--- src/rtl/simple_exec_ctrl_pkg.sv ---
// simple_definitions: types shared by the simple core.
//   instruction_s : opcode + rd/rs register fields
//   opcode_e      : ADD, SUB, WAIT, NOP (other encodings are treated as NOP)
//   ctrl_state_e  : execution controller states
package simple_definitions;

   localparam int RF_AW = 5;

   typedef enum logic [3:0] {
      NOP  = 4'h0,
      ADD  = 4'h1,
      SUB  = 4'h2,
      WAIT = 4'h3
   } opcode_e;

   typedef struct packed {
      opcode_e           op;
      logic [RF_AW-1:0]  rd;
      logic [RF_AW-1:0]  rs;
   } instruction_s;

   typedef enum logic [2:0] {
      IDLE  = 3'd0,
      FETCH = 3'd1,
      READ  = 3'd2,
      EXEC  = 3'd3,
      WB    = 3'd4,
      HALT  = 3'd5
   } ctrl_state_e;

endpackage

--- src/rtl/simple_exec_ctrl_alu.sv ---
// simple_alu: combinational ALU for the simple core.
//   a_i, b_i  : operands (rd value, rs value)
//   ir_i      : current instruction
//   res_o     : result, wraps modulo 2^32
//   wflag_o   : result should be written back to rd
//   stop_o    : WAIT seen, core should halt
module simple_alu
   import simple_definitions::*;
(
   input  logic [31:0]  a_i,
   input  logic [31:0]  b_i,
   input  instruction_s ir_i,
   output logic [31:0]  res_o,
   output logic         wflag_o,
   output logic         stop_o
);

   always_comb begin
      res_o   = '0;
      wflag_o = 1'b0;
      stop_o  = 1'b0;
      case (ir_i.op)
         ADD: begin
            res_o   = a_i + b_i;
            wflag_o = 1'b1;
         end
         SUB: begin
            res_o   = a_i - b_i;
            wflag_o = 1'b1;
         end
         WAIT:    stop_o = 1'b1;
         default: ;  // NOP and unknown opcodes retire without a write
      endcase
   end

endmodule

--- src/rtl/simple_exec_ctrl.sv ---
// simple_exec_ctrl: multi-cycle execution controller of the simple core.
// Runs FETCH -> READ -> EXEC -> WB per instruction, halts on WAIT.
//   clk, n_reset           : clock, async active-low reset
//   start_i, pc_start_i    : start execution (IDLE/HALT only)
//   imem_*                 : instruction fetch handshake (req held until valid)
//   rf_rd/rs_addr_o, *_data_i : combinational register file read port
//   rf_we_o, rf_waddr_o, rf_wdata_o : register file write port
//   pc_o, busy_o, halted_o, instr_count_o : status
module simple_exec_ctrl
   import simple_definitions::*;
#(
   parameter int IMEM_ADDR_W = 10,
   parameter int RF_ADDR_W   = RF_AW
) (
   input  logic                   clk,
   input  logic                   n_reset,
   input  logic                   start_i,
   input  logic [IMEM_ADDR_W-1:0] pc_start_i,
   output logic                   imem_req_o,
   output logic [IMEM_ADDR_W-1:0] imem_addr_o,
   input  logic                   imem_valid_i,
   input  instruction_s           imem_data_i,
   output logic [RF_ADDR_W-1:0]   rf_rd_addr_o,
   output logic [RF_ADDR_W-1:0]   rf_rs_addr_o,
   input  logic [31:0]            rf_rd_data_i,
   input  logic [31:0]            rf_rs_data_i,
   output logic                   rf_we_o,
   output logic [RF_ADDR_W-1:0]   rf_waddr_o,
   output logic [31:0]            rf_wdata_o,
   output logic [IMEM_ADDR_W-1:0] pc_o,
   output logic                   busy_o,
   output logic                   halted_o,
   output logic [31:0]            instr_count_o
);

   ctrl_state_e            state_q, state_d;
   logic [IMEM_ADDR_W-1:0] pc_q;
   instruction_s           ir_q;
   logic [31:0]            opa_q, opb_q, res_q, cnt_q;
   logic                   wflag_q;

   logic [31:0] alu_res;
   logic        alu_wflag, alu_stop;

   simple_alu u_alu (
      .a_i     (opa_q),
      .b_i     (opb_q),
      .ir_i    (ir_q),
      .res_o   (alu_res),
      .wflag_o (alu_wflag),
      .stop_o  (alu_stop)
   );

   always_ff @(posedge clk or negedge n_reset) begin
      if (!n_reset) state_q <= IDLE;
      else          state_q <= state_d;
   end

   always_comb begin
      state_d = state_q;
      case (state_q)
         IDLE, HALT: if (start_i)      state_d = FETCH;
         FETCH:      if (imem_valid_i) state_d = READ;
         READ:       state_d = EXEC;
         EXEC:       state_d = alu_stop ? HALT : WB;
         WB:         state_d = FETCH;
         default:    state_d = IDLE;
      endcase
   end

   always_ff @(posedge clk or negedge n_reset) begin
      if (!n_reset) begin
         pc_q    <= '0;
         ir_q    <= '0;
         opa_q   <= '0;
         opb_q   <= '0;
         res_q   <= '0;
         wflag_q <= 1'b0;
         cnt_q   <= '0;
      end else begin
         case (state_q)
            IDLE, HALT: if (start_i) begin
               pc_q  <= pc_start_i;
               cnt_q <= '0;
            end
            FETCH: if (imem_valid_i) ir_q <= imem_data_i;
            READ: begin
               opa_q <= rf_rd_data_i;
               opb_q <= rf_rs_data_i;
            end
            EXEC: begin
               res_q   <= alu_res;
               wflag_q <= alu_wflag;
               // WAIT retires here; PC stays on the WAIT instruction
               if (alu_stop) cnt_q <= cnt_q + 32'd1;
            end
            WB: begin
               pc_q  <= pc_q + 1'b1;
               cnt_q <= cnt_q + 32'd1;
            end
            default: ;
         endcase
      end
   end

   // Write enable is decoded from the state register so that an async
   // reset removes it immediately.
   assign rf_we_o       = (state_q == WB) && wflag_q;
   assign rf_waddr_o    = ir_q.rd;
   assign rf_wdata_o    = res_q;
   assign rf_rd_addr_o  = ir_q.rd;
   assign rf_rs_addr_o  = ir_q.rs;
   assign imem_req_o    = (state_q == FETCH);
   assign imem_addr_o   = pc_q;
   assign pc_o          = pc_q;
   assign busy_o        = (state_q == FETCH) || (state_q == READ) ||
                          (state_q == EXEC)  || (state_q == WB);
   assign halted_o      = (state_q == HALT);
   assign instr_count_o = cnt_q;

endmodule

--- config.mk ---
export PLATFORM = sky130hd
export DESIGN_NAME = simple_exec_ctrl
export DESIGN_NICKNAME = d
export VERILOG_FILES = /design/src/rtl/simple_exec_ctrl_pkg.sv /design/src/rtl/simple_exec_ctrl_alu.sv /design/src/rtl/simple_exec_ctrl.sv
export SDC_FILE = /design/constraint.sdc
export NUM_CORES = 1
export LEC_CHECK = 0
export ABC_AREA = 1
export CORE_ASPECT_RATIO = 2
export CORE_MARGIN = 3
export CORE_UTILIZATION = 53
export DETAILED_ROUTE_END_ITERATION = 10
export GPL_ROUTABILITY_DRIVEN = 1
export GPL_TIMING_DRIVEN = 0
export PLACE_DENSITY_LB_ADDON = 0.3
export SYNTH_ARGS = -nofsm -noshare
export SYNTH_HDL_FRONTEND = slang
export SYNTH_SLANG_ARGS = --single-unit
--- constraint.sdc ---
create_clock -name clk -period 3.55 [get_ports clk]
set_clock_uncertainty 0.2 [all_clocks]
set_input_delay 0.5325 -clock clk [delete_from_list [all_inputs] [get_ports clk]]
set_output_delay 0.5325 -clock clk [all_outputs]
set_load 0.02 [all_outputs]
==> results of run 1 <==
[worst max-delay path: stages, from the launching register on]
cell and delay (ns):
dfrtp_1 0.39, inv_2 0.11, ha_4 0.16, nand3_4 0.13, nor3_4 0.27, buf_4 0.16
nand3_1 0.14, xor2_1 0.18, nand2_1 0.06, o21ai_0 0.13, ha_1 0.39, nand2_1 0.09
inv_1 0.08, nand2_1 0.12, inv_1 0.11, nand2_1 0.10, nor2_2 0.17, nor2_1 0.08
nand2_1 0.06, nand2_1 0.05, nand3_1 0.07, nand2_1 0.05
[worst paths after layout]
path	endpoint	slack, ns
min reg2reg	rf_wdata_o[11]	0.28
min in group asynchronous	imem_addr_o[8]	0.46
max in group asynchronous	opa_q[26]	1.79
max	rf_wdata_o[25]	0.17
max reg2reg	rf_wdata_o[25]	0.17
min	rf_wdata_o[11]	0.28
[state kept, by name, indices dropped and copies added (netlist names)]
signal and flops:
instr_count_o 32, opa_q 32, opb_q 32, rf_wdata_o 32, imem_addr_o 10, rf_rd_addr_o 5
rf_rs_addr_o 5, ir_q 4, state_q 3, wflag_q 1
[metal layers]
layer  track usage (%)  wire, µm  part of all wire (%)
met1             27.57     10610                    33
met2             59.62     17920                    56
met3             3.643      1169                   3.6
met4             22.95      2462                   7.7
met5                 0         0                     0
[cell type report]
class / count / area (µm²)
clock inverter: 12 / 123.9
inverter: 185 / 703.2
fill: 1585 / 5484
timing repair buffer: 205 / 2061
clock buffer: 18 / 439.2
tap: 255 / 319.1
multi-input combinational: 1103 / 5555
buffer: 55 / 332.8
sequential: 156 / 3904
[cell usage after synthesis, types with 6 or more instances]
cell | instances | area, µm²
a21oi_1 | 47 | 235.2
buf_4 | 27 | 202.7
clkbuf_1 | 21 | 78.83
dfrtp_1 | 156 | 3904
ha_1 | 34 | 425.4
inv_1 | 176 | 660.6
inv_2 | 6 | 22.52
mux2_2 | 13 | 146.4
nand2_1 | 554 | 2079
nand2_2 | 7 | 43.79
nand3_1 | 68 | 340.3
nand3b_1 | 12 | 90.09
nand4_1 | 24 | 150.1
nor2_1 | 136 | 510.5
nor3_1 | 32 | 160.2
o21ai_0 | 82 | 410.4
xor2_1 | 37 | 324.1
[report_power, final]
| group | switching (W) | internal [W] | total, W | leakage [nW] |
|---|---|---|---|---|
| logic | 0.00526 | 0.00308 | 0.00834 | 4.39 |
| clock network | 0.000758 | 0.00104 | 0.00180 | 0.281 |
| registers | 0.000575 | 0.00247 | 0.00304 | 2.00 |
[stage by stage]
stage | cells | setup slack (ns) | utilization (%) | setup TNS (ns)
5_1_grt | 1989 | -0.03603 | 71.02 | -0.1037
3_5_place_dp | 1949 | -0.4601 | 66.58 | -1.915
2_1_floorplan | 1499 | 0.6853 | - | 0
6_report | 1989 | 0.1660 | 71.02 | 0
4_1_cts | 1980 | 0.01769 | 69.79 | 0
3_3_place_gp | 1948 | -4.569 | 66.43 | -711.88
[kinds of logic (layout without fill, tap and decap cells)]
kind of cell / after synthesis / after routing / synth area share [%]
AOI/OAI and AO/OA: 154 / 154 / 8.059
xor gates and xnor gates: 39 / 39 / 3.314
adders and majority gates: 35 / 35 / 4.321
buffers and inverters: 240 / 475 / 10.00
DFF: 156 / 156 / 37.87
muxes: 13 / 13 / 1.420
and+or+nand+nor: 862 / 862 / 35.02
[what timing repair did]
item                                    CTS  global route
pin swaps                                 0            10
endpoints found under the hold margin    62             0
endpoints found under the setup margin    9            20
buffers inserted                          0             9
hold buffers                              1             0
resized for setup                         7            47
==> results.sh, run 1 <==
export IMPL_status="completed"
export IMPL_drive_gt1_share_pct=9.112
export IMPL_nNetsFinal=1850
export IMPL_async_flop_share_pct=100.0
export IMPL_cts_made_buffers=17
export IMPL_grt_pass1_wl_um=51390
export IMPL_drtIter0Drc=496
export IMPL_clock_sinks=156
export IMPL_gp_congestion=1.001
export IMPL_ys_ff_latch=156
export IMPL_ioPinCount=195
export IMPL_hold_start="rf_wdata_o[11]"
export IMPL_cts_buffer_depth=2
export IMPL_leakage_nw=6.671
export IMPL_post_dp_hpwl_um=25580
export IMPL_firstDrtPassIters=5
export IMPL_postRouteAntennaNets=0
export IMPL_die_area_mm2=0.02126
export IMPL_place_area_mm2=0.01260
export IMPL_endpoint_kind="flip-flop"
export IMPL_critPathKind="reg -> reg"
export IMPL_die_y_um=203.2
export IMPL_synth_flop_cell="dfrtp_1"
export IMPL_coreArea_mm2=0.01892
export IMPL_start_util_pct=54.48
export IMPL_reg2reg_depth=21
export IMPL_root_buffer="clkbuf_16"
export IMPL_worstHoldPathType="reg -> reg"
export IMPL_final_common_cell="nand2_1"
export IMPL_grt_pass1_vias=10898
export IMPL_critPathMaxFanout=5
export IMPL_port_buffers=194
export IMPL_holdWs_ns=0.2758
export IMPL_via_per_inst=5.321
export IMPL_synth_warnings=0
export IMPL_hold_violations=0
export IMPL_start_kind="flip-flop"
export IMPL_slew_viol_final=0
export IMPL_grt_max_degree=95
export IMPL_grt_ovfl_total=0
export IMPL_synth_edf_count=0
export IMPL_avgRoutedWirePerCell_um=16.17
export IMPL_clkLatencyLatePin_ns=0.43
export IMPL_grt_total_usage_pct=30.37
export IMPL_syn_num_nets=1626
export IMPL_cp_arrival_ns=3.50
export IMPL_die_w_um=104.6
export IMPL_synth_area_per_cell_um2=6.877
export IMPL_clkTransAtPathRegs_ns=0.06
export IMPL_stdcell_area_mm2=0.01344
export IMPL_synth_cells=1499
export IMPL_rows=71
export IMPL_htreeDepth=4
export IMPL_rr_startpoint="opb_q[0]"
export IMPL_period_minus_slack_ns=3.384
export IMPL_maxCapViolations=0
export IMPL_synth_area_mm2=0.01031
export IMPL_finalSetupViolCount=0
export IMPL_num_antenna_cells=0
export IMPL_synthDistinctLibCells=45
export IMPL_max_slew_margin_pct=57.91
export IMPL_fin_crit_sh_pct=95.32
export IMPL_vias=10584
export IMPL_wirelength_um=32160
export IMPL_final_cell_mix="nand2_1, clkdlybuf4s50_1, inv_1, dfrtp_1, nor2_1"
export IMPL_crit_required_ns=3.66
export IMPL_max_freq_ghz=0.2955
export IMPL_drcViolationCount=0
export IMPL_yosysSeqAreaShare_pct=37.87
export IMPL_areaGrowthSynthToFinish_pct=30.36
export IMPL_power_w=0.01318
export IMPL_peakVddDrop_mv=0.5364
export IMPL_cts_tree="done"
export IMPL_worst_slew_pin_slew_ns=0.6313
export IMPL_antenna_found_initial=0
export IMPL_hold_path_depth=2
export IMPL_cp_startpoint="opb_q[0]"
export IMPL_p_per_area_mw_per_mm2=981.0
Power figures use the tool's default switching activity.
==> run 2, diff against run 1 <==
--- a/config.mk
+++ b/config.mk
@@ -12,7 +12,7 @@
 export DETAILED_ROUTE_END_ITERATION = 10
 export GPL_ROUTABILITY_DRIVEN = 1
 export GPL_TIMING_DRIVEN = 0
-export PLACE_DENSITY_LB_ADDON = 0.3
+export PLACE_DENSITY = 0.9
 export SYNTH_ARGS = -nofsm -noshare
 export SYNTH_HDL_FRONTEND = slang
 export SYNTH_SLANG_ARGS = --single-unit
==> results.sh, run 2 (synthesis gave the netlist of run 1 again) <==
export IMPL_wirelength_met1_um=10940
export IMPL_crit_top_cell="nand2_1"
export IMPL_rows=71
export IMPL_grt_total_usage_pct=31.94
export IMPL_gp_congestion=0.9873
export IMPL_reg2reg_depth=18
export IMPL_maxCapViolations=0
export IMPL_areaGrowthSynthToFinish_pct=30.38
export IMPL_die_area_mm2=0.02126
export IMPL_grt_ovfl_total=0
export IMPL_top_layer_used="met4"
export IMPL_period_minus_slack_ns=3.405
export IMPL_cp_arrival_ns=3.52
export IMPL_num_antenna_cells=0
export IMPL_dpl_worst_slack_ns=-0.3935
export IMPL_cts_made_buffers=17
export IMPL_wirelength_um=33620
export IMPL_wl_met3_um=1476
export IMPL_cts_tree="done"
export IMPL_drive_gt1_share_pct=9.485
export IMPL_final_common_cell="nand2_1"
export IMPL_cts_buffer_depth=2
export IMPL_die_y_um=203.2
export IMPL_nNetsFinal=1845
export IMPL_cp_startpoint="opb_q[0]"
export IMPL_power_w=0.01338
export IMPL_cpMaxStageDelayCell="dfrtp_1"
export IMPL_start_kind="flip-flop"
export IMPL_port_buffers=194
export IMPL_critPathMaxFanout=5
export IMPL_clock_sinks=156
export IMPL_worstHoldPathType="reg -> reg"
export IMPL_drcViolationCount=0
export IMPL_drtIter0Drc=567
export IMPL_endpoint_kind="flip-flop"
export IMPL_slew_viol_final=0
export IMPL_critPathKind="reg -> reg"
export IMPL_htreeDepth=4
export IMPL_path_cells="inv_2, ha_4, nand3_4, nor3_4, nand3b_1, nand2_2, o21ai_0, xor2_1, ha_1, nand2_1, nor2_2, nand2_1, nor2_1, nand2_1, nand3_1, nand2_1, nand3_1, nand2_1"
export IMPL_vias=10686
export IMPL_finalSetupViolCount=0
export IMPL_ioPinCount=195
export IMPL_fin_ws_ns=0.1449
export IMPL_via_per_inst=5.386
export IMPL_max_slew_margin_pct=50.40
export IMPL_root_buffer="clkbuf_16"
export IMPL_firstDrtPassIters=6
export IMPL_grt_pass1_vias=10980
export IMPL_postRouteAntennaNets=0
export IMPL_max_stage_delay_ns=0.39
export IMPL_final_cell_mix="nand2_1, clkdlybuf4s50_1, inv_1, dfrtp_1, nor2_1"
export IMPL_leakage_nw=6.645
export IMPL_r2r_end="rf_wdata_o[26]"
export IMPL_coreArea_mm2=0.01892
export IMPL_dr_wl_met2_um=18050
export IMPL_rr_startpoint="opb_q[0]"
export IMPL_worst_slew_pin_slew_ns=0.7440
export IMPL_crit_required_ns=3.67
export IMPL_max_freq_ghz=0.2937
export IMPL_antenna_found_initial=0
export IMPL_peakVddDrop_mv=0.5709
export IMPL_avgRoutedWirePerCell_um=16.94
export IMPL_clkTransAtPathRegs_ns=0.07
export IMPL_grt_pass1_wl_um=53390
export IMPL_clkLatencyLatePin_ns=0.44
export IMPL_p_per_area_mw_per_mm2=995.3
export IMPL_grt_max_degree=80
export IMPL_die_w_um=104.6
export IMPL_setup_worst_path_end="rf_wdata_o[26]"
export IMPL_rrSetupSlack_ns=0.14
export IMPL_grt_setup_unrepaired="yes"
export IMPL_status="completed"
export IMPL_post_dp_hpwl_um=26300
export IMPL_start_util_pct=54.48
export IMPL_hold_violations=0
export IMPL_fin_crit_sh_pct=95.92
==> run 2: cell types whose count changed in the layout (fill, tap and decap cells not counted), sizes merged <==
cell and delta:
clkinv -1, buf -3, clkbuf -1
==> run 2: cell type report <==
type,count,area (µm²)
Inverter,185,699.4
Buffer,54,330.3
Multi-Input combinational cell,1103,5593
Timing Repair Buffer,201,2031
Clock buffer,19,442.9
Clock inverter,11,121.4
Fill cell,1525,5482
Tap cell,255,319.1
Sequential cell,156,3904
==> run 2: what timing repair did <==
item,4_1_cts,5_1_grt
cloned,0,0
setup endpoints to repair,8,20
hold endpoints to repair,77,0
pin swaps,0,11
hold buffers,1,0
buffers inserted,0,5
gates resized for setup,9,58
==> run 2: worst min path at each step <==
stage	slack, ns	cells after the start	startpoint	end
finish	0.28	2	rf_wdata_o[31]	rf_wdata_o[31]
global route	0.30	2	rf_wdata_o[25]	rf_wdata_o[25]
CTS	0.28	2	rf_wdata_o[25]	rf_wdata_o[25]
detailed placement	0.27	2	rf_wdata_o[31]	rf_wdata_o[31]
global placement	0.26	2	opa_q[15]	opa_q[15]
floorplan	0.04	0	n_reset	imem_addr_o[0]
==> run 2: stage by stage <==
step                      setup TNS, ns  cells  util (%)  hold WS, ns  cell area (µm²)
after global routing           -0.06470   1984     71.03       0.2963            13440
after detailed placement         -1.431   1949     66.58       0.2650            12600
after floorplan                       0   1499         -      0.03691            10310
after global placement          -704.63   1948     66.43       0.2604            12570
after CTS                             0   1980     69.83       0.2817            13210
final                                 0   1984     71.03       0.2794            13440
==> run 2: layer usage <==
| metal | track usage (%) | vias up |
|---|---|---|
| li1 | - | 5164 |
| met1 | 29.79 | 4915 |
| met2 | 59.92 | 448 |
| met3 | 4.340 | 159 |
| met4 | 27.17 | 0 |
| met5 | 0 | - |
==> run 2: where the power goes <==
part	total, W	switching (W)	internal, W
logic	0.00849	0.00537	0.00312
clock network	0.00182	0.000777	0.00104
registers	0.00306	0.000598	0.00247
==> run 2: critical path, delay by kind of cell (launching register included) <==
kind | cells | cell delay [ns]
adder cells (fa/ha/maj) | 2 | 0.55
AO/OA/AOI/OAI | 1 | 0.12
AND/OR/NAND/NOR | 13 | 1.74
flip-flops | 1 | 0.39
buffers and inverters | 1 | 0.10
XOR/XNOR | 1 | 0.18
==> run 3, diff against run 2 <==
--- a/config.mk
+++ b/config.mk
@@ -12,7 +12,7 @@
 export DETAILED_ROUTE_END_ITERATION = 10
 export GPL_ROUTABILITY_DRIVEN = 1
 export GPL_TIMING_DRIVEN = 0
-export PLACE_DENSITY = 0.9
+export PLACE_DENSITY = 0.81
 export SYNTH_ARGS = -nofsm -noshare
 export SYNTH_HDL_FRONTEND = slang
 export SYNTH_SLANG_ARGS = --single-unit
==> results.sh, run 3 (synthesis gave the netlist of run 1 again) <==
export IMPL_cts_buffer_depth=2
export IMPL_final_common_cell="nand2_1"
export IMPL_endpoint_kind="flip-flop"
export IMPL_root_buffer="clkbuf_16"
export IMPL_fin_crit_sh_pct=97.49
export IMPL_cts_tree="done"
export IMPL_wirelength_um=31860
export IMPL_critPathMaxFanout=5
export IMPL_gp_congestion=1.039
export IMPL_rows=71
export IMPL_die_y_um=203.2
export IMPL_grt_max_degree=100
export IMPL_switching_power_w=0.006478
export IMPL_dpl_worst_slack_ns=-0.4862
export IMPL_leakage_nw=6.669
export IMPL_start_util_pct=54.48
export IMPL_share_comb_of_total_power_pct=62.7
export IMPL_max_slew_margin_pct=53.59
export IMPL_path_cells="nor2_4, nand3_2, nor4_4, buf_4, nand3_1, nand2_1, nand2_1, nand2_1, o21ai_0, ha_1, nand2_2, inv_1, nand2_1, nand2_1, o21bai_1, a21oi_1, nand3_1, nand3_1, nand2_1"
export IMPL_cp_arrival_ns=3.59
export IMPL_holdWs_ns=0.2750
export IMPL_drtIter0Drc=467
export IMPL_postRouteAntennaNets=0
export IMPL_slew_viol_final=0
export IMPL_maxCapViolations=0
export IMPL_peakVddDrop_mv=0.5727
export IMPL_final_cell_mix="nand2_1, clkdlybuf4s50_1, inv_1, dfrtp_1, nor2_1"
export IMPL_die_area_mm2=0.02126
export IMPL_cpMaxStageDelayCell="dfrtp_1"
export IMPL_finalSetupViolCount=0
export IMPL_clkTransAtPathRegs_ns=0.06
export IMPL_avgRoutedWirePerCell_um=16.04
export IMPL_grt_pass1_wl_um=50990
export IMPL_max_freq_ghz=0.2890
export IMPL_drcViolationCount=0
export IMPL_via_per_inst=5.262
export IMPL_swShare_pct=49.24
export IMPL_p_per_area_mw_per_mm2=979.6
export IMPL_grt_ovfl_total=0
export IMPL_hold_violations=0
export IMPL_worst_slew_pin_slew_ns=0.6961
export IMPL_areaGrowthSynthToFinish_pct=30.27
export IMPL_start_kind="flip-flop"
export IMPL_fin_cells=1986
export IMPL_die_w_um=104.6
export IMPL_clock_sinks=156
export IMPL_max_stage_delay_ns=0.44
export IMPL_post_dp_hpwl_um=25660
export IMPL_seq_power_share_pct=23.1
export IMPL_status="completed"
export IMPL_grt_total_usage_pct=30.39
export IMPL_power_w=0.01316
export IMPL_firstDrtPassIters=5
export IMPL_crit_top_cell="nand2_1"
export IMPL_antenna_found_initial=0
export IMPL_cts_made_buffers=17
export IMPL_internal_power_w=0.006678
export IMPL_coreArea_mm2=0.01892
export IMPL_worstHoldPathType="reg -> reg"
export IMPL_drive_gt1_share_pct=8.839
export IMPL_nNetsFinal=1849
export IMPL_dp_cells=1949
export IMPL_crit_required_ns=3.68
export IMPL_vias=10451
export IMPL_critPathKind="reg -> reg"
export IMPL_htreeDepth=4
export IMPL_fin_ws_ns=0.08925
export IMPL_ioPinCount=195
export IMPL_clkPwrFrac_pct=14.1
export IMPL_clkLatencyLatePin_ns=0.44
export IMPL_period_minus_slack_ns=3.461
export IMPL_grt_pass1_vias=10721
export IMPL_port_buffers=194
export IMPL_final_util_pct=70.97
export IMPL_num_antenna_cells=0
[run 3: cell type report]
cell class	instances	area, µm²
clock inverter	8	118.9
timing repair buffer	204	2041
inverter	185	703.2
buffer	55	332.8
clock buffer	20	466.7
fill	1647	5493
tap	255	319.1
sequential	156	3904
multi-input combinational	1103	5544
[run 3: power groups by stage]
stage	clock network, W	registers (W)	logic [W]
detailed placement	0	0.00303	0.00791
floorplan	0	0.00316	0.00520
global placement	0	0.00300	0.00777
global route	0.00194	0.00313	0.00920
finish	0.00186	0.00304	0.00825
CTS	0.00188	0.00301	0.00799
[run 3: per-stage QoR]
stage          TNS [ns]  area, µm²
6_report              0      13430
5_1_grt         -0.2243      13430
4_1_cts               0      13240
3_5_place_dp     -1.873      12600
3_3_place_gp    -719.95      12570
2_1_floorplan         0      10310
[run 3: path summary, 6_finish.rpt]
kind | from | endpoint | slack, ns | cells after the start
min in group asynchronous | n_reset | imem_addr_o[8] | 0.42 | 2
max in group asynchronous | n_reset | opa_q[21] | 1.83 | 3
worst min register to register | rf_wdata_o[30] | rf_wdata_o[30] | 0.28 | 2
worst max-delay path | opb_q[9] | rf_wdata_o[27] | 0.09 | 19
worst max register to register | opb_q[9] | rf_wdata_o[27] | 0.09 | 19
worst min-delay path | rf_wdata_o[30] | rf_wdata_o[30] | 0.28 | 2
[run 3: what timing repair did]
action	in CTS	in global routing
pin swaps	1	9
gates resized for setup	8	43
hold buffers	1	0
endpoints found under the setup margin	9	22
hold endpoints to repair	57	0
setup buffers	1	7
[run 3: worst max-delay path: cells and delay by family (launching register included)]
family	cells	cell delay [ns]
simple gates	13	1.54
compound gates	3	0.53
flops	1	0.44
fa+ha+maj	1	0.40
buf+inv	2	0.24
[run 3: routing by layer]
layer | vias up | GRT usage (%) | part of all wire (%) | wire [µm]
met2 | 340 | 58.49 | 55 | 17390
met5 | - | 0 | 0 | 0
met4 | 0 | 23.37 | 8.4 | 2667
li1 | 5151 | - | - | -
met1 | 4823 | 28.06 | 34 | 10690
met3 | 137 | 4.245 | 3.5 | 1108
